[src/rtl/alu_op_sequencer.sv]
// Command sequencer for an external ALU. Commands are queued in a small
// FIFO, issued one at a time with a single-cycle execute strobe, given one
// settle cycle, and result-producing opcodes are captured and held until
// the consumer accepts them.
module alu_op_sequencer #(
    parameter int FIFO_DEPTH = 4
) (
    input  logic       clk,
    input  logic       reset,
    input  logic       cmd_valid,
    output logic       cmd_ready,
    input  logic [3:0] cmd_op,
    input  logic [7:0] cmd_data,
    output logic [3:0] alu_sel,
    output logic [7:0] alu_data,
    output logic       alu_en,
    input  logic [7:0] alu_y,
    output logic       res_valid,
    input  logic       res_ready,
    output logic [7:0] res_data,
    output logic [3:0] res_op,
    output logic       busy,
    output logic [3:0] fifo_count
);

    localparam int PTR_W = $clog2(FIFO_DEPTH);

    // Opcodes above this value are register moves/swaps/loads with no result.
    localparam logic [3:0] LAST_RESULT_OP = 4'd12;

    typedef enum logic [2:0] {
        IDLE,
        ISSUE,
        WAIT,
        CAPTURE,
        HOLD
    } state_t;

    state_t           state_reg, state_next;
    logic [PTR_W-1:0] wr_ptr_reg, rd_ptr_reg;
    logic [3:0]       count_reg;
    logic [3:0]       op_mem   [FIFO_DEPTH];
    logic [7:0]       data_mem [FIFO_DEPTH];
    logic [3:0]       alu_sel_reg;
    logic [7:0]       alu_data_reg;
    logic             res_valid_reg;
    logic [7:0]       res_data_reg;
    logic [3:0]       res_op_reg;
    logic             push;
    logic             pop;
    logic             start_issue;

    // Ready depends only on registered occupancy, so a pop in the same cycle
    // never opens the door for a push into a full FIFO.
    assign cmd_ready   = (count_reg < 4'(FIFO_DEPTH));
    assign push        = cmd_valid && cmd_ready;
    assign pop         = (state_reg == ISSUE);
    assign start_issue = (state_reg == IDLE) && (count_reg != 4'd0);

    // Command storage: plain array, no reset, written at the tail.
    always_ff @(posedge clk) begin
        if (push) begin
            op_mem[wr_ptr_reg]   <= cmd_op;
            data_mem[wr_ptr_reg] <= cmd_data;
        end
    end

    // FIFO pointers and occupancy; pointers wrap naturally (power-of-two depth).
    always_ff @(posedge clk or posedge reset) begin
        if (reset) begin
            wr_ptr_reg <= '0;
            rd_ptr_reg <= '0;
            count_reg  <= 4'd0;
        end else begin
            if (push) begin
                wr_ptr_reg <= wr_ptr_reg + PTR_W'(1);
            end
            if (pop) begin
                rd_ptr_reg <= rd_ptr_reg + PTR_W'(1);
            end
            case ({push, pop})
                2'b10:   count_reg <= count_reg + 4'd1;
                2'b01:   count_reg <= count_reg - 4'd1;
                default: count_reg <= count_reg;
            endcase
        end
    end

    // State register.
    always_ff @(posedge clk or posedge reset) begin
        if (reset) begin
            state_reg <= IDLE;
        end else begin
            state_reg <= state_next;
        end
    end

    // Next-state logic.
    always_comb begin
        state_next = state_reg;
        case (state_reg)
            IDLE:    if (count_reg != 4'd0) state_next = ISSUE;
            ISSUE:   state_next = WAIT;
            WAIT:    state_next = CAPTURE;
            CAPTURE: state_next = (alu_sel_reg <= LAST_RESULT_OP) ? HOLD : IDLE;
            HOLD:    if (res_ready) state_next = IDLE;
            default: state_next = IDLE;
        endcase
    end

    // FIFO head is read into the ALU drive registers on entry to ISSUE and
    // held there until the next command is issued.
    always_ff @(posedge clk or posedge reset) begin
        if (reset) begin
            alu_sel_reg  <= 4'd0;
            alu_data_reg <= 8'd0;
        end else if (start_issue) begin
            alu_sel_reg  <= op_mem[rd_ptr_reg];
            alu_data_reg <= data_mem[rd_ptr_reg];
        end
    end

    // Result capture at the end of CAPTURE; released by the consumer in HOLD.
    always_ff @(posedge clk or posedge reset) begin
        if (reset) begin
            res_valid_reg <= 1'b0;
            res_data_reg  <= 8'd0;
            res_op_reg    <= 4'd0;
        end else begin
            if (state_reg == CAPTURE && alu_sel_reg <= LAST_RESULT_OP) begin
                res_valid_reg <= 1'b1;
                res_data_reg  <= alu_y;
                res_op_reg    <= alu_sel_reg;
            end else if (state_reg == HOLD && res_ready) begin
                res_valid_reg <= 1'b0;
            end
        end
    end

    assign alu_en     = (state_reg == ISSUE);
    assign alu_sel    = alu_sel_reg;
    assign alu_data   = alu_data_reg;
    assign res_valid  = res_valid_reg;
    assign res_data   = res_data_reg;
    assign res_op     = res_op_reg;
    assign fifo_count = count_reg;
    assign busy       = (state_reg != IDLE) || (count_reg != 4'd0);

endmodule

[config.mk]
export PLATFORM = sky130hd
export DESIGN_NAME = alu_op_sequencer
export DESIGN_NICKNAME = d
export VERILOG_FILES = /design/src/rtl/alu_op_sequencer.sv
export SDC_FILE = /design/constraint.sdc
export NUM_CORES = 1
export LEC_CHECK = 0
export CORE_UTILIZATION = 30
export CTS_CLUSTER_DIAMETER = 40
export DETAILED_ROUTE_END_ITERATION = 6
export HOLD_SLACK_MARGIN = 0.06
export RECOVER_POWER = 25
export SYNTH_ARGS = -nofsm -noshare
export SYNTH_HDL_FRONTEND = slang
export SYNTH_SLANG_ARGS = --single-unit
export TNS_END_PERCENT = 100
[constraint.sdc]
create_clock -name clk -period 2.1 [get_ports clk]
set_clock_uncertainty 0.1 [all_clocks]
set_input_delay 0.315 -clock clk [delete_from_list [all_inputs] [get_ports clk]]
set_output_delay 0.315 -clock clk [all_outputs]
set_load 0.05 [all_outputs]
==> impl_metrics.env, run 1 <==
export IMPL_status="finished clean"
export IMPL_grt_overflow=0
export IMPL_synthFlopType="edfxtp_1"
export IMPL_startpoint_type="register"
export IMPL_maxCapViolations=0
export IMPL_period_minus_slack_ns=2.068
export IMPL_timing_slew_headroom=0.3549
export IMPL_pre_cts_ws_ns=-0.2022
export IMPL_drt_pre_antenna_iters=4
export IMPL_cp_arrival_ns=1.65
export IMPL_antenna_found_initial=1
export IMPL_netlist_area_um2=3456
export IMPL_critPathMaxFanout=2
export IMPL_reg_top3="data_mem: 32 flops, op_mem: 16 flops"
export IMPL_power_density_nw_per_um2=1778
export IMPL_synthTopCellsByCount="edfxtp_1 (48), dfrtp_1 (36), mux4_2 (12), mux2_2 (11), mux2_4 (10)"
export IMPL_num_vias=1926
export IMPL_ctsRootBufferMaster="clkbuf_16"
export IMPL_synth_edf_count=48
export IMPL_clock_path_buffers=2
export IMPL_clock_sinks=84
export IMPL_final_nets=311
export IMPL_timing_final_crit_share=0.9849
export IMPL_maxSlewViolCount=0
export IMPL_r2r_cells=8
export IMPL_drtIter0Drc=36
export IMPL_regMostFlops="data_mem"
export IMPL_cp_required_ns=1.68
export IMPL_slowest_delay_ns=0.48
export IMPL_die_x_um=109.3
export IMPL_cp_top_family="simple AND/OR/NAND/NOR gates"
export IMPL_grt_usage=0.1168
export IMPL_routed_via_density=4.521
export IMPL_grt_pass1_vias=1944
export IMPL_yosys_warnings=0
export IMPL_cts_hold_buf=0
export IMPL_hpwl_um=4242
export IMPL_numCtsBuffers=9
export IMPL_setup_viol=0
export IMPL_final_area_um2=4786
export IMPL_clk_latency_ns=0.33
export IMPL_wire_per_inst_um=15.29
export IMPL_fmax_ghz=0.4835
export IMPL_rows=38
export IMPL_hold_violations=0
export IMPL_netlist_top_cells_area="edfxtp_1 (42%), dfrtp_1 (26%), mux4_2 (7.8%)"
export IMPL_largest_reg_flops=32
export IMPL_start_util=0.3133
export IMPL_async_flop_share=0.4286
export IMPL_layout_setup_ws_ns=0.03161
export IMPL_critPathSlowestCell="or4_4"
export IMPL_synth_seq_cells=84
export IMPL_grt_first_pass_wirelength_um=10100
export IMPL_yosysTopAreaCellShare=0.4171
export IMPL_synth_top_area_cell="edfxtp_1"
export IMPL_globalplace_congestion=0.7492
export IMPL_cp_end_kind="output pin"
export IMPL_crit_chain="buf_6 -> or4_4 -> nand2b_4 -> buf_8"
export IMPL_ios=56
export IMPL_crit_type="reg2out"
export IMPL_drc=0
export IMPL_synth_most_common_cell="edfxtp_1"
export IMPL_rsz0062_at_grt="yes"
export IMPL_avgSynthCellArea_um2=18.09
export IMPL_cp_depth=4
export IMPL_fin_util=0.4339
export IMPL_syn_nets=222
export IMPL_portBuffers=55
export IMPL_fin_cells=426
export IMPL_area_growth_pct=38.49
export IMPL_tns_ns=0
export IMPL_tightest_slew_ns=0.9677
export IMPL_hp_class="reg2reg"
export IMPL_path_buf_inv=2
export IMPL_ant_nets=0
export IMPL_syn_inst=191
export IMPL_wl_um=6512
export IMPL_fp_dieArea_um2=11950
export IMPL_die_h_um=109.3
export IMPL_drive_above_1_share=0.3719
export IMPL_dpl_cell_area_um2=4338
export IMPL_grt_max_degree=37
export IMPL_cts_htree_levels=3
export IMPL_cts_tree="done"
export IMPL_yosysSeqAreaShare=0.6778
export IMPL_hold_depth=1
export IMPL_clk_pin_slew_ns=0.06
export IMPL_synth_cell_types=40
export IMPL_ir_drop_mv=1.071
export IMPL_core_area_um2=11030
export IMPL_placed_cells=401
export IMPL_cellLeakagePower_nw=1.857
[metrics by stage]
step           total power, mW  hold WS (ns)
2_1_floorplan            5.469        0.2954
3_3_place_gp             6.615        0.3763
3_5_place_dp             6.679        0.3874
4_1_cts                  8.520        0.3358
5_1_grt                  8.948        0.4192
6_report                 8.511        0.3929
[per-layer routing]
| metal | part of all wire | routed length (um) | GRT usage |
|---|---|---|---|
| met1 | 0.42 | 2745 | 0.1343 |
| met2 | 0.52 | 3357 | 0.2040 |
| met3 | 0.043 | 277 | 0.02608 |
| met4 | 0.020 | 131 | 0.06000 |
| met5 | 0 | 0 | 0 |
[cell type report]
class,count,area (um^2)
Antenna cell,1,2.502
Clock buffer,9,225.2
Clock inverter,7,100.1
Fill cell,993,6245
Inverter,9,36.28
Multi-Input combinational cell,90,1101
Sequential cell,84,2347
Tap cell,140,175.2
Timing Repair Buffer,86,798.3
[cells in the final DEF, fill, tap and decap left out, types with 4 or more instances in the layout]
master / instances
and3_1: 4
mux2_4: 10
inv_1: 8
clkdlybuf4s50_1: 37
mux4_2: 12
dfrtp_2: 4
nor2_1: 6
edfxtp_1: 48
buf_4: 30
xnor2_1: 5
dlygate4sd3_1: 12
dfrtp_1: 32
ha_1: 4
mux2_2: 11
clkbuf_16: 9
[kinds of logic after synthesis]
group | Yosys count | share of synthesized area
muxes | 37 | 0.1702
and+or+nand+nor | 27 | 0.05431
xor gates and xnor gates | 7 | 0.01774
buffers and inverters | 17 | 0.02860
DFF | 84 | 0.6778
adders and majority gates | 7 | 0.02534
AOI/OAI and AO/OA | 12 | 0.02607
[power by group]
part           total [mW]  switching [mW]  internal [mW]
registers            2.53           0.279           2.25
clock network        1.69           0.641           1.05
logic                4.29            2.31           1.98
total                8.51            3.23           5.28
[final timing paths]
check                         startpoint            end  slack [ns]
setup / recovery           fifo_count[2]           busy        0.03
hold / removal               res_data[2]    res_data[2]        0.39
setup reg to reg           fifo_count[2]  fifo_count[3]        0.08
hold reg to reg              res_data[2]    res_data[2]        0.39
max in group asynchronous          reset  fifo_count[2]        0.75
min in group asynchronous          reset    res_data[3]        0.49
[repair_timing]
action	CTS	global route
gates resized for setup	7	6
pin swaps	2	5
setup buffers	4	4
endpoints found under the setup margin	2	3
Power figures use the tool's default switching activity.
==> run 2: changes to the inputs <==
--- a/config.mk
+++ b/config.mk
@@ -5,6 +5,8 @@
 export SDC_FILE = /design/constraint.sdc
 export NUM_CORES = 1
 export LEC_CHECK = 0
+export ABC_AREA = 1
+export ABC_CLOCK_PERIOD_IN_PS = 2100
 export CORE_UTILIZATION = 30
 export CTS_CLUSTER_DIAMETER = 40
 export DETAILED_ROUTE_END_ITERATION = 6
==> impl_metrics.env, run 2 <==
export IMPL_crit_type="reg2out"
export IMPL_die_x_um=110.5
export IMPL_path_buf_inv=1
export IMPL_ctsRootBufferMaster="clkbuf_16"
export IMPL_period_minus_slack_ns=2.041
export IMPL_timing_slew_headroom=0.3615
export IMPL_pre_cts_ws_ns=0.07380
export IMPL_numCtsBuffers=9
export IMPL_drtIter0Drc=126
export IMPL_layout_setup_ws_ns=0.05869
export IMPL_netlist_area_um2=3528
export IMPL_ir_drop_mv=0.8240
export IMPL_hp_class="reg2reg"
export IMPL_clock_sinks=84
export IMPL_power_density_nw_per_um2=1770
export IMPL_n_fill_cell=1128
export IMPL_tns_ns=0
export IMPL_rsz0062_at_grt="no"
export IMPL_cts_tree="done"
export IMPL_fmax_ghz=0.4899
export IMPL_regMostFlops="data_mem"
export IMPL_final_cell_mix="nor2_1 (61), edfxtp_1 (48), clkdlybuf4s50_1 (40)"
export IMPL_ios=56
export IMPL_fp_dieArea_um2=12200
export IMPL_routed_via_density=4.512
export IMPL_cts_htree_levels=3
export IMPL_slowest_delay_ns=0.84
export IMPL_syn_nets=339
export IMPL_status="finished clean"
export IMPL_cp_top_family="buffers and inverters"
export IMPL_portBuffers=55
export IMPL_avgSynthCellArea_um2=11.46
export IMPL_largest_reg_flops=32
export IMPL_synthFlopType="edfxtp_1"
export IMPL_ant_nets=0
export IMPL_drive_above_1_share=0.1746
export IMPL_yosys_warnings=0
export IMPL_maxCapViolations=0
export IMPL_critPathMaxFanout=6
export IMPL_synthTopCellsByCount="nor2_1 (61), edfxtp_1 (48), nand2_1 (40), dfrtp_1 (36), o21ai_0 (25)"
export IMPL_wl_um=7070
export IMPL_synth_seq_cells=84
export IMPL_cp_end_kind="output pin"
export IMPL_maxSlewViolCount=0
export IMPL_synth_xor_area_frac=0.01489
export IMPL_crit_chain="clkdlybuf4s50_1"
export IMPL_synthAdderAreaFrac=0.02482
export IMPL_cp_required_ns=1.68
export IMPL_synthMuxAreaShare=0
export IMPL_clk_latency_ns=0.33
export IMPL_timing_final_crit_share=0.9721
export IMPL_drt_pre_antenna_iters=4
export IMPL_final_nets=404
export IMPL_setup_viol=0
export IMPL_hpwl_um=4436
export IMPL_grt_pass1_vias=2294
export IMPL_wire_per_inst_um=13.57
export IMPL_globalplace_congestion=0.7202
export IMPL_placed_cells=504
export IMPL_startpoint_type="register"
export IMPL_drc=0
export IMPL_cellLeakagePower_nw=1.818
export IMPL_critPathSlowestCell="clkdlybuf4s50_1"
export IMPL_grt_first_pass_wirelength_um=11860
export IMPL_antenna_cells=0
export IMPL_grt_usage=0.1244
export IMPL_yosys_area_share_simple=0.1699
export IMPL_die_h_um=110.5
export IMPL_whs_ns=0.3679
export IMPL_syn_inst=308
export IMPL_area_growth_pct=30.64
export IMPL_synth_most_common_cell="nor2_1"
export IMPL_antenna_found_initial=0
export IMPL_clock_path_buffers=2
export IMPL_core_area_um2=11420
export IMPL_async_flop_share=0.4286
export IMPL_synth_cell_types=28
export IMPL_synth_compound_area_frac=0.07872
export IMPL_final_common_cell="nor2_1"
export IMPL_tightest_slew_ns=0.9577
export IMPL_grt_overflow=0
export IMPL_yosysTopAreaCellShare=0.4085
export IMPL_netlist_top_cells_area="edfxtp_1 (41%), dfrtp_1 (26%), nor2_1 (6.5%)"
export IMPL_yosysSeqAreaShare=0.6638
export IMPL_fin_cells=521
export IMPL_cp_arrival_ns=1.63
export IMPL_synth_top_family_by_area="simple AND/OR/NAND/NOR gates"
export IMPL_start_util=0.3090
export IMPL_synth_top_area_cell="edfxtp_1"
export IMPL_reg_top3="data_mem: 32 flops, op_mem: 16 flops"
export IMPL_synth_edf_count=48
export IMPL_rows=39
export IMPL_hold_violations=0
export IMPL_clk_pin_slew_ns=0.06
export IMPL_grt_max_degree=37
export IMPL_num_vias=2351
run 2: worst min-delay path: cells and delay by family (launching register included):
kind	cells	cell delay [ns]
simple gates	2	0.09
flops	1	0.34
run 2: worst paths after layout:
path	start	end	slack (ns)	cells past startpoint
min reg2reg	res_op[3]	res_op[3]	0.37	2
min in group asynchronous	reset	fifo_count[0]	0.49	3
max	fifo_count[1]	fifo_count[1]	0.06	1
min	res_op[3]	res_op[3]	0.37	2
max reg2reg	state_reg[2]	fifo_count[2]	0.20	11
max in group asynchronous	reset	fifo_count[3]	0.76	3
run 2: repair_timing:
action,4_1_cts,5_1_grt
gates resized for setup,0,5
buffers inserted,0,1
hold buffers,0,0
endpoints found under the setup margin,0,1
run 2: layer usage:
layer / GRT usage / part of all wire / vias up
met5: 0 / 0 / -
met4: 0.03911 / 0.0093 / 0
met3: 0.03842 / 0.048 / 9
met2: 0.2012 / 0.47 / 65
met1: 0.1591 / 0.47 / 1113
li1: - / - / 1164
run 2: metrics by stage:
stage | util | area [um^2] | power (mW)
3_3_place_gp | 0.3752 | 4284 | 6.512
5_1_grt | 0.4037 | 4609 | 8.682
2_1_floorplan | - | 3565 | 5.485
6_report | 0.4037 | 4609 | 8.157
3_5_place_dp | 0.3752 | 4284 | 6.595
4_1_cts | 0.4019 | 4589 | 8.198
run 2: area by class of cell:
type / count / area, um^2 / share of cell area
Tap cell: 143 / 178.9 / 0.03882
Timing Repair Buffer: 66 / 635.6 / 0.1379
Clock inverter: 7 / 80.08 / 0.01737
Clock buffer: 9 / 225.2 / 0.04886
Multi-Input combinational cell: 191 / 1059 / 0.2296
Inverter: 21 / 85.08 / 0.01846
Sequential cell: 84 / 2346 / 0.5090
run 2: cell families (layout without fill, tap and decap cells):
family | after synthesis | after routing
AND/OR/NAND/NOR | 136 | 136
flip-flops | 84 | 84
AO/OA/AOI/OAI | 42 | 42
buffers and inverters | 33 | 103
adder cells (fa/ha/maj) | 7 | 7
XOR/XNOR | 6 | 6
run 2: power by group:
group | internal (mW) | switching [mW]
Combinational | 1.36 | 2.61
Sequential | 2.26 | 0.338
Clock | 0.939 | 0.653
Total | 4.56 | 3.60
